### src/rtl/mux8_pkg.sv
// Shared types and helpers for the 8-channel mux select scheduler.
package mux8_pkg;

  localparam int NumCh = 8;
  localparam int SelW  = 3;

  typedef logic [SelW-1:0]  sel_t;
  typedef logic [NumCh-1:0] ch_vec_t;

  // One-hot channel vector with only bit s set.
  function automatic ch_vec_t onehot8(input sel_t s);
    ch_vec_t v;
    v    = '0;
    v[s] = 1'b1;
    return v;
  endfunction

endpackage

### src/rtl/rr_pick8.sv
// Rotating priority encoder: finds the first eligible channel at or above ptr,
// wrapping from channel 7 back to channel 0.
module rr_pick8
  import mux8_pkg::*;
(
  input  ch_vec_t elig,
  input  sel_t    ptr,
  output logic    found,
  output sel_t    idx
);

  // Scan the eight positions starting at ptr; 3-bit addition provides the wrap.
  always_comb begin
    found = 1'b0;
    idx   = ptr;
    for (int i = 0; i < NumCh; i++) begin
      if (!found && elig[ptr + sel_t'(i)]) begin
        found = 1'b1;
        idx   = ptr + sel_t'(i);
      end
    end
  end

endmodule

### src/rtl/mux8_rr_sched.sv
// Round-robin select scheduler feeding the registered 8:1 data mux.
// The grant stage drives sel_o/ack_o; one cycle later, the output stage raises
// y_valid_o/y_ch_o, in step with the mux output register.
module mux8_rr_sched
  import mux8_pkg::*;
#(
  parameter int CntW = 16
) (
  input  logic            clk_i,
  input  logic            rst_ni,
  input  logic            en_i,
  input  ch_vec_t         req_i,
  input  ch_vec_t         mask_i,
  input  logic            ready_i,
  output sel_t            sel_o,
  output ch_vec_t         ack_o,
  output logic            y_valid_o,
  output sel_t            y_ch_o,
  output logic            overrun_o,
  output logic [CntW-1:0] grant_cnt_o
);

  ch_vec_t         pend_q, pend_d;
  sel_t            ptr_q, ptr_d;
  sel_t            sel_q, sel_d;
  ch_vec_t         ack_q, ack_d;
  logic            y_valid_q, y_valid_d;
  sel_t            y_ch_q, y_ch_d;
  logic            overrun_q, overrun_d;
  logic [CntW-1:0] cnt_q, cnt_d;

  ch_vec_t elig;
  logic    pick_found;
  sel_t    pick_idx;
  logic    grant;
  ch_vec_t gnt_vec;

  // Only pending, unmasked channels compete; mask never touches pend.
  assign elig = pend_q & ~mask_i;

  rr_pick8 u_pick (
    .elig  (elig),
    .ptr   (ptr_q),
    .found (pick_found),
    .idx   (pick_idx)
  );

  // Grant stage: decide this cycle's winner and update pending, pointer and counter.
  always_comb begin
    grant     = en_i & ready_i & pick_found;
    gnt_vec   = grant ? onehot8(pick_idx) : '0;
    pend_d    = (pend_q & ~gnt_vec) | req_i;
    overrun_d = |(req_i & pend_q & ~gnt_vec);
    ptr_d     = grant ? pick_idx + sel_t'(1) : ptr_q;
    sel_d     = grant ? pick_idx : sel_q;
    ack_d     = gnt_vec;
    cnt_d     = cnt_q;
    if (grant && (cnt_q != '1)) begin
      cnt_d = cnt_q + CntW'(1);
    end
  end

  // Output stage: delayed copy of the previous cycle's grant, aligned with the mux register.
  always_comb begin
    y_valid_d = |ack_q;
    y_ch_d    = y_valid_d ? sel_q : y_ch_q;
  end

  // All scheduler state; asynchronous reset drops pending work and in-flight tags.
  always_ff @(posedge clk_i or negedge rst_ni) begin
    if (!rst_ni) begin
      pend_q    <= '0;
      ptr_q     <= '0;
      sel_q     <= '0;
      ack_q     <= '0;
      y_valid_q <= 1'b0;
      y_ch_q    <= '0;
      overrun_q <= 1'b0;
      cnt_q     <= '0;
    end else begin
      pend_q    <= pend_d;
      ptr_q     <= ptr_d;
      sel_q     <= sel_d;
      ack_q     <= ack_d;
      y_valid_q <= y_valid_d;
      y_ch_q    <= y_ch_d;
      overrun_q <= overrun_d;
      cnt_q     <= cnt_d;
    end
  end

  assign sel_o       = sel_q;
  assign ack_o       = ack_q;
  assign y_valid_o   = y_valid_q;
  assign y_ch_o      = y_ch_q;
  assign overrun_o   = overrun_q;
  assign grant_cnt_o = cnt_q;

endmodule

### config.mk
export PLATFORM = sky130hd
export DESIGN_NAME = mux8_rr_sched
export DESIGN_NICKNAME = d
export VERILOG_FILES = /design/src/rtl/mux8_pkg.sv /design/src/rtl/rr_pick8.sv /design/src/rtl/mux8_rr_sched.sv
export SDC_FILE = /design/constraint.sdc
export NUM_CORES = 1
export LEC_CHECK = 0
export ABC_AREA = 1
export CAP_MARGIN = 15
export CORE_MARGIN = 10
export CORE_UTILIZATION = 33
export CTS_CLUSTER_SIZE = 28
export DETAILED_ROUTE_END_ITERATION = 12
export REMOVE_ABC_BUFFERS = 1
export SETUP_SLACK_MARGIN = 0.1
export SLEW_MARGIN = 5
export SYNTH_ARGS = -nofsm -noshare
export SYNTH_HDL_FRONTEND = slang
export SYNTH_SLANG_ARGS = --single-unit
### constraint.sdc
create_clock -name clk_i -period 3.96 [get_ports clk_i]
set_input_delay 0.792 -clock clk_i [delete_from_list [all_inputs] [get_ports clk_i]]
set_output_delay 0.792 -clock clk_i [all_outputs]
set_load 0.03 [all_outputs]
[Word-level counts from Yosys, hierarchy flattened]
Index checks and enable logic that the tools add are counted.
Word-level totals
  word-level logic and storage cells: 89
  bits of input ports: 20
  output and inout bits: 32
  flip-flop bits (word level): 43
Operators by class
  mux-type cells: 34
  bitwise gates (word level): 9
  eq/ne operators: 1
  order comparisons: 10
  add/sub/neg operators: 9
  reductions and logical operators: 18
Operators by type and width (number)
  $lt 3x4->1 const B: 9
  $and 8x8->8: 4
  $bmux 1 s3: 8
  $mux 3: 7
  $mux 1: 17
  $add 16x1->16 const B: 1
  $ne 16x16->1 const B: 1
  $not 8->8: 2
  $reduce_or 8->1: 2
  $add 3x3->3 const B: 4
  $logic_and 1x1->1: 9
  $mux 8: 1
  $or 8x8->8: 1
  $logic_not 1->1: 7
  $add 3x1->3 const B: 2
  $add 3x2->3 const B: 2
  $demux 1 s3: 1
  $ge 3x1->1 const B: 1
  $and 1x1->1: 2

[Depth between registers and ports, before layout]
Gate-level depths: netlist (run 1).
  depth in word-level cells: 34
  mapped depth: 26
  depth with buffers taken out: 24

[By module]
A second synthesis (run 1) with hierarchy kept.
Second synthesis, totals
  cells, all modules: 423
  area total of the unflattened synthesis: 2940.3 µm²
By module, submodules not included
  mux8_rr_sched: sequential area each 1076.0 µm², times used 1, area an instance 2169.6 µm², cells an instance 283
  rr_pick8: sequential area each 0.0 µm², times used 1, area an instance 770.7 µm², cells an instance 140

[Worst setup path before layout (run 1)]
OpenSTA, ideal clock, no wires.
  kind: register to register
  start: reg ptr_q[0]
  end: reg overrun_q, in the netlist overrun_o
  library setup time: 0.119 ns
  stages on the path, launching flop included: 23
  data required time: 3.841 ns
  setup slack: 1.210 ns
  path buffers: 2
  clock period less this slack: 2.750 ns
  data arrival time: 2.631 ns
  cell sequence: dfrtp_1 > inv_2 > buf_6 > ha_1 > clkbuf_1 > inv_1 > nand3_1 > nand2_1 > nor2_2 > nor2_4 > inv_2 > nor2_4 > nand3_2 > nor2_4 > nand3_2 > nand2_2 > inv_1 > nor2_1 > nand3_1 > nand2_1 > nand2_1 > nor2_1 > nand2_1
Between the ends
  word-level cells in the longest chain between the ends: 32
  elaborated cells between the ends (all ways): 62
  classes of those cells: 7 x add/sub; 2 x order compare; 34 x mux; 3 x bitwise; 16 x reduce/logical
RTL lines
  from (decl): line mux8_rr_sched.sv:24  | sel_t ptr_q, ptr_d;
  from (signal assigned): line mux8_rr_sched.sv:82  | ptr_q <= ptr_d;
  branches (longest 28 deep; another with $add 3x1->3)
  $mux 8 *: line mux8_rr_sched.sv:51  | gnt_vec = grant ? onehot8(pick_idx) : '0;
  $not 8->8 *: line mux8_rr_sched.sv:53  | overrun_d = |(req_i & pend_q & ~gnt_vec);
  $and 8x8->8 *: line mux8_rr_sched.sv:53
  $reduce_or 8->1 *: line mux8_rr_sched.sv:53
  via overrun_d: line mux8_rr_sched.sv:29  | logic overrun_q, overrun_d;
  to (signal assigned): line mux8_rr_sched.sv:87  | overrun_q <= overrun_d;
  to (decl): line mux8_rr_sched.sv:29
Mark *: on every way through the listed nets, which the timed path passes. The select of a mux whose other input is x is not followed.
A chain may end at the register's enable or synchronous reset.

[Worst setup path in the final report (run 1)]
  start: reg ptr_q[1]
  end: reg overrun_q, in the netlist overrun_o
Same word-level chain as after synthesis.

==> results of run 1 <==
[cells by family (layout without fill, tap and decap cells)]
| logic type | Yosys count | after routing | synth area share [%] |
|---|---|---|---|
| AO/OA/AOI/OAI | 24 | 24 | 6.09 |
| flip-flops | 43 | 43 | 38.2 |
| XOR/XNOR | 17 | 17 | 6.23 |
| AND/OR/NAND/NOR | 210 | 210 | 38.1 |
| multiplexers | 1 | 1 | 0.400 |
| buffers and inverters | 66 | 122 | 9.60 |
| adder cells (fa/ha/maj) | 3 | 3 | 1.33 |
[sequential cells by signal, summed over array words and instances, names as in the netlist]
| name | flops |
|---|---|
| y_ch_o | 3 |
| overrun_o | 1 |
| sel_o | 3 |
| y_valid_o | 1 |
| pend_q | 8 |
| grant_cnt_o | 16 |
| ptr_q | 3 |
| ack_o | 8 |
[cells in the final DEF (no fill, tap or decap), types with 3 or more instances in the layout]
master,n
nand2_1,86
nand3_1,56
inv_1,51
clkdlybuf4s50_1,50
dfrtp_1,43
nor2_1,22
nand3_2,11
xor2_1,9
inv_2,8
nand2_2,8
nand4_1,8
a21o_1,8
o21ai_0,7
nor2_2,6
xnor2_1,6
clkbuf_8,6
nor2_4,3
ha_1,3
buf_4,3
[critical path, stage by stage, from the launching register on]
cell and delay [ns]:
dfrtp_1 0.40, inv_2 0.14, ha_1 0.37, inv_1 0.20, nand3_1 0.10, nand2_1 0.14
nor2_2 0.07, nor2_4 0.16, inv_2 0.07, nor2_4 0.18, nand3_2 0.12, nand2_1 0.10
nand2_1 0.06, nand2_1 0.10, nand2_2 0.10, a21oi_4 0.19, nand3_1 0.19, nand2_1 0.10
nand2_1 0.06, nor2_1 0.09, nand2_1 0.05
[metrics by stage]
step | total power, mW | cell area [µm²]
after CTS | 3.49 | 3550
final | 3.48 | 3550
after floorplan | 2.47 | 2770
after global placement | 3.11 | 3430
after global routing | 3.80 | 3550
after detailed placement | 3.13 | 3430
[power breakdown]
| part | total (mW) | switching [mW] | internal (mW) |
|---|---|---|---|
| combinational | 2.39 | 1.59 | 0.802 |
| sequential | 0.732 | 0.143 | 0.589 |
| clock | 0.351 | 0.147 | 0.204 |
[area by class of cell]
cell class                 count  area, µm²
multi-input combinational    255       1470
clock buffer                   6       82.6
sequential                    43       1080
clock inverter                 2       35.0
tap                          105        131
timing repair buffer          54        528
fill                         851       4710
inverter                      60        228
[layer usage]
metal / up-vias / GRT usage (%) / part of all wire, %
li1: 1273 / - / -
met5: - / 0 / 0
met3: 9 / 2.98 / 6.5
met2: 71 / 16.3 / 42
met1: 1172 / 14.6 / 49
met4: 0 / 3.55 / 1.9
[path summary, 6_finish.rpt]
check,start,to,cells past startpoint
max,ptr_q[1]$_DFFE_PN0P_,overrun_o$_DFF_PN0_,20
min,y_ch_o[2]$_DFFE_PN0P_,y_ch_o[2]$_DFFE_PN0P_,2
max reg2reg,ptr_q[1]$_DFFE_PN0P_,overrun_o$_DFF_PN0_,20
min reg2reg,y_ch_o[2]$_DFFE_PN0P_,y_ch_o[2]$_DFFE_PN0P_,2
max in group asynchronous,rst_ni,ack_o[3]$_DFF_PN0_,1
min in group asynchronous,rst_ni,grant_cnt_o[8]$_DFFE_PN0P_,1
==> impl_metrics.json, run 1 <==
{
  "grt_max_degree": 44,
  "place_inst": 517,
  "antenna_found_initial": 0,
  "grt_util_all_layers_pct": 10.9,
  "worstMarginPinSlew_ns": 0.944,
  "port_buffers": 51,
  "outcome": "completed",
  "async_flop_share_pct": 100,
  "synth_top_area_share_pct": 38.2,
  "holdWs_ns": 0.489,
  "reg2reg_slack_ns": 0.85,
  "coreArea_mm2": 0.00826,
  "overflow": 0,
  "yosys-top-cells-count": "nand2_1 (86), nand3_1 (56), inv_1 (51)",
  "ioPinCount": 52,
  "route.antenna.remaining_nets": 0,
  "synth_warnings": 0,
  "first_pass_iters": 4,
  "synth.most_common_cell": "nand2_1",
  "maxCapViolCount": 0,
  "netlist_instances": 364,
  "path_clk_slew_ns": 0.08,
  "clock_path_buffers": 2,
  "maxSlewViolCount": 0,
  "vias": 2525,
  "skew_ns": 0.00827,
  "hp-class": "reg2reg",
  "post-route-period-util_pct": 78.5,
  "startpoint_type": "flop",
  "yosysTopAreaCell": "dfrtp_1",
  "drc": 0,
  "drive_above_1_share_pct": 14.3,
  "syn_to_final_growth_pct": 26.1,
  "layout_setup_ws_ns": 0.853,
  "yosysSeqAreaShare_pct": 38.2,
  "numClockSinks": 43,
  "place_congestion": 0.914,
  "htree_num_levels": 2,
  "crit_required_ns": 4.15,
  "ys_ff_latch": 43,
  "dp.final_hpwl_mm": 5.65,
  "postSynthAreaPerCell_um2": 7.73,
  "fin_util_pct": 43.0,
  "cts_resized": 0,
  "irDropWorstVdd_v": 0.000313,
  "crit_arrival_ns": 3.29,
  "rsz0062_at_grt": "false",
  "root_buffer": "clkbuf_8",
  "routedWlPerCell_um": 13.1,
  "p_per_area_mw_per_mm2": 980,
  "initial_utilization_pct": 34.1,
  "die_w_um": 112,
  "synth.distinct_cells": 39,
  "fmax_mhz": 322,
  "post-route-min-period_ns": 3.11,
  "crit_fanout": 8,
  "drtIter0Drc": 86,
  "synth-edff-count": 0,
  "dieHeight_um": 112,
  "fin_cells": 525,
  "rows": 33,
  "antenna_cells": 0,
  "insertion_delay_ns": 0.30,
  "leakagePower_nw": 1.77,
  "hold_violations": 0,
  "tns_ns": 0,
  "wirelength_mm": 6.88,
  "maxSlewHeadroom_pct": 37.1,
  "dp_slack_ns": 0.612,
  "setup_viol": 0,
  "grt_pass1_vias": 2390,
  "netlist_area_mm2": 0.00281,
  "critical_path_class": "reg2reg",
  "nets": 442,
  "ys.flop_type": "dfrtp_1",
  "hold_buffers": 0,
  "grt_first_pass_wirelength_mm": 11.7,
  "dieArea_mm2": 0.0126,
  "cts_buffers": 5,
  "drt-vias-per-instance": 4.81,
  "post_cts_buffers": 0,
  "endpoint_kind": "flop",
  "cts_tree": "yes",
  "synth_area_leaders": "dfrtp_1 (38%), nand2_1 (11%), nand3_1 (10%)"
}
(Power assumes the default switching activity.)
==> run 2: changes to the inputs <==
- clock period: 3.96 -> 3.3 ns (I/O delays scaled with it)
==> run 2 against run 1 <==
Sequential cell count did not move. Count of clock-buffer cells in the layout fell by 1. Setup slack got worse by 0.45 ns. Largest power group unchanged. Die area did not move. Register-to-register slack got worse by 0.44 ns. Clock skew fell by 0.0023 ns. First-iteration DRC count rose by 45%. Non-clock buffer count rose by 8. Critical path depth did not move. Global-route usage rose by 0.16 points.
==> impl_metrics.json, run 2 (synthesis results as in run 1) <==
{
  "outcome": "completed",
  "grt_max_degree": 44,
  "drc": 0,
  "nets": 450,
  "ioPinCount": 52,
  "critical_path_class": "in2reg",
  "cts_buffers": 5,
  "insertion_delay_ns": 0.29,
  "holdWs_ns": 0.489,
  "post-route-period-util_pct": 87.9,
  "irDropWorstVdd_v": 0.000348,
  "fmax_mhz": 345,
  "maxSlewHeadroom_pct": 39.2,
  "rsz0062_at_grt": "false",
  "worstMarginPinSlew_ns": 0.911,
  "crit_arrival_ns": 3.09,
  "route.antenna.remaining_nets": 0,
  "crit_fanout": 7,
  "multiInputGateArea_mm2": 0.00147,
  "syn_to_final_growth_pct": 28.9,
  "drt-vias-per-instance": 4.71,
  "endpoint_kind": "flop",
  "htree_num_levels": 2,
  "leakagePower_nw": 1.81,
  "path_clk_slew_ns": 0.08,
  "drtIter0Drc": 125,
  "largest_reg_flops": 16,
  "routedWlPerCell_um": 13.2,
  "coreArea_mm2": 0.00826,
  "place_congestion": 0.918,
  "hold_violations": 0,
  "die_w_um": 112,
  "grt_first_pass_wirelength_mm": 11.8,
  "post-route-min-period_ns": 2.90,
  "mostFrequentLayoutCells": "nand2_1 (86), nand3_1 (56), inv_1 (50), clkdlybuf4s50_1 (50), dfrtp_1 (43)",
  "wirelength_mm": 7.01,
  "cts_tree": "yes",
  "fill_cells": 857,
  "first_pass_iters": 5,
  "dp.final_hpwl_mm": 5.88,
  "initial_utilization_pct": 34.1,
  "numClockSinks": 43,
  "grt_pass1_vias": 2437,
  "antenna_cells": 0,
  "tns_ns": 0,
  "maxCapViolCount": 0,
  "grt_util_all_layers_pct": 11.0,
  "antenna_found_initial": 0,
  "overflow": 0,
  "clock_path_buffers": 2,
  "drive_above_1_share_pct": 16.1,
  "setup_viol": 0,
  "dieArea_mm2": 0.0126,
  "root_buffer": "clkbuf_8",
  "crit_required_ns": 3.49,
  "port_buffers": 51,
  "hp-class": "reg2reg",
  "layout_commonest_cell": "nand2_1",
  "rows": 33,
  "p_per_area_mw_per_mm2": 1180,
  "startpoint_type": "primary input",
  "dieHeight_um": 112,
  "vias": 2513,
  "layout.area.seq_mm2": 0.00108,
  "skew_ns": 0.00599,
  "maxSlewViolCount": 0
}
-- run 2: cell types whose count changed in the layout (fill, tap and decap cells not counted), sizes merged --
cell | before | now
clkinv | 1 | 0
bufinv | 1 | 2
clkinvlp | 0 | 1
clkbuf | 6 | 5
buf | 4 | 12
-- run 2: report_power, final --
| group | total [mW] | internal, mW | switching (mW) |
|---|---|---|---|
| clock | 0.485 | 0.302 | 0.183 |
| sequential | 0.876 | 0.707 | 0.169 |
| combinational | 2.93 | 1.02 | 1.91 |
-- run 2: area by class of cell --
class,instances,share of cell area (%)
clock inverters,3,1.86
flip-flops and latches,43,29.7
well taps,105,3.62
repair buffers,62,16.2
multi-input cells,255,40.5
inverters,60,6.28
clock buffers,5,1.90
-- run 2: worst paths after layout --
path / startpoint / endpoint / slack, ns / cells after the start
min in group asynchronous: rst_ni / grant_cnt_o[3]$_DFFE_PN0P_ / 0.50 / 1
hold reg to reg: y_ch_o[0]$_DFFE_PN0P_ / y_ch_o[0]$_DFFE_PN0P_ / 0.49 / 2
setup reg to reg: ptr_q[0]$_DFFE_PN0P_ / overrun_o$_DFF_PN0_ / 0.41 / 20
max in group asynchronous: rst_ni / grant_cnt_o[12]$_DFFE_PN0P_ / 2.24 / 1
hold / removal: y_ch_o[0]$_DFFE_PN0P_ / y_ch_o[0]$_DFFE_PN0P_ / 0.49 / 2
setup / recovery: mask_i[1] / overrun_o$_DFF_PN0_ / 0.40 / 20
-- run 2: routing by layer --
metal	vias up	share of wire [%]	GRT usage, %
met1	1144	49	14.8
met5	-	0	0
met3	13	5.9	2.98
met4	0	1.8	3.13
met2	68	43	16.8
li1	1288	-	-
-- run 2: critical path, stage by stage --
cell and delay (ns):
clkdlybuf4s50_1 0.47, inv_1 0.07, nand3_1 0.09, nand3_1 0.10
nand2_1 0.11, nand2_1 0.09, nand2_4 0.12, nand3_4 0.09
nor2_4 0.16, nand3_2 0.11, nor2_4 0.12, nand3_2 0.10
nand2_2 0.13, inv_1 0.05, nor2_1 0.16, nand3_1 0.17
nand2_1 0.09, nand2_1 0.06, nor2_1 0.09, nand2_1 0.05
-- run 2: timing repair --
item                       CTS  global route
resized for setup            0             1
buffers inserted             0             0
hold buffers                 0             0
setup endpoints to repair    0             1
-- run 2: through the flow --
| stage | instance area (µm²) | worst slack (ns) | util, % | instances | power (mW) |
|---|---|---|---|---|---|
| global route | 3630 | 0.108 | 43.9 | 533 | 4.71 |
| CTS | 3630 | 0.367 | 43.9 | 533 | 4.32 |
| floorplan | 2770 | 0.423 | - | 358 | 2.96 |
| finish | 3630 | 0.400 | 43.9 | 533 | 4.29 |
| global placement | 3490 | 0.118 | 42.3 | 525 | 3.81 |
| detailed placement | 3490 | 0.0928 | 42.3 | 525 | 3.82 |
==> run 3: changes to the inputs <==
- TNS_END_PERCENT: unset -> 50
==> results of run 3 <==
The final DEF is identical to that of run 2; final timing and power are the same.
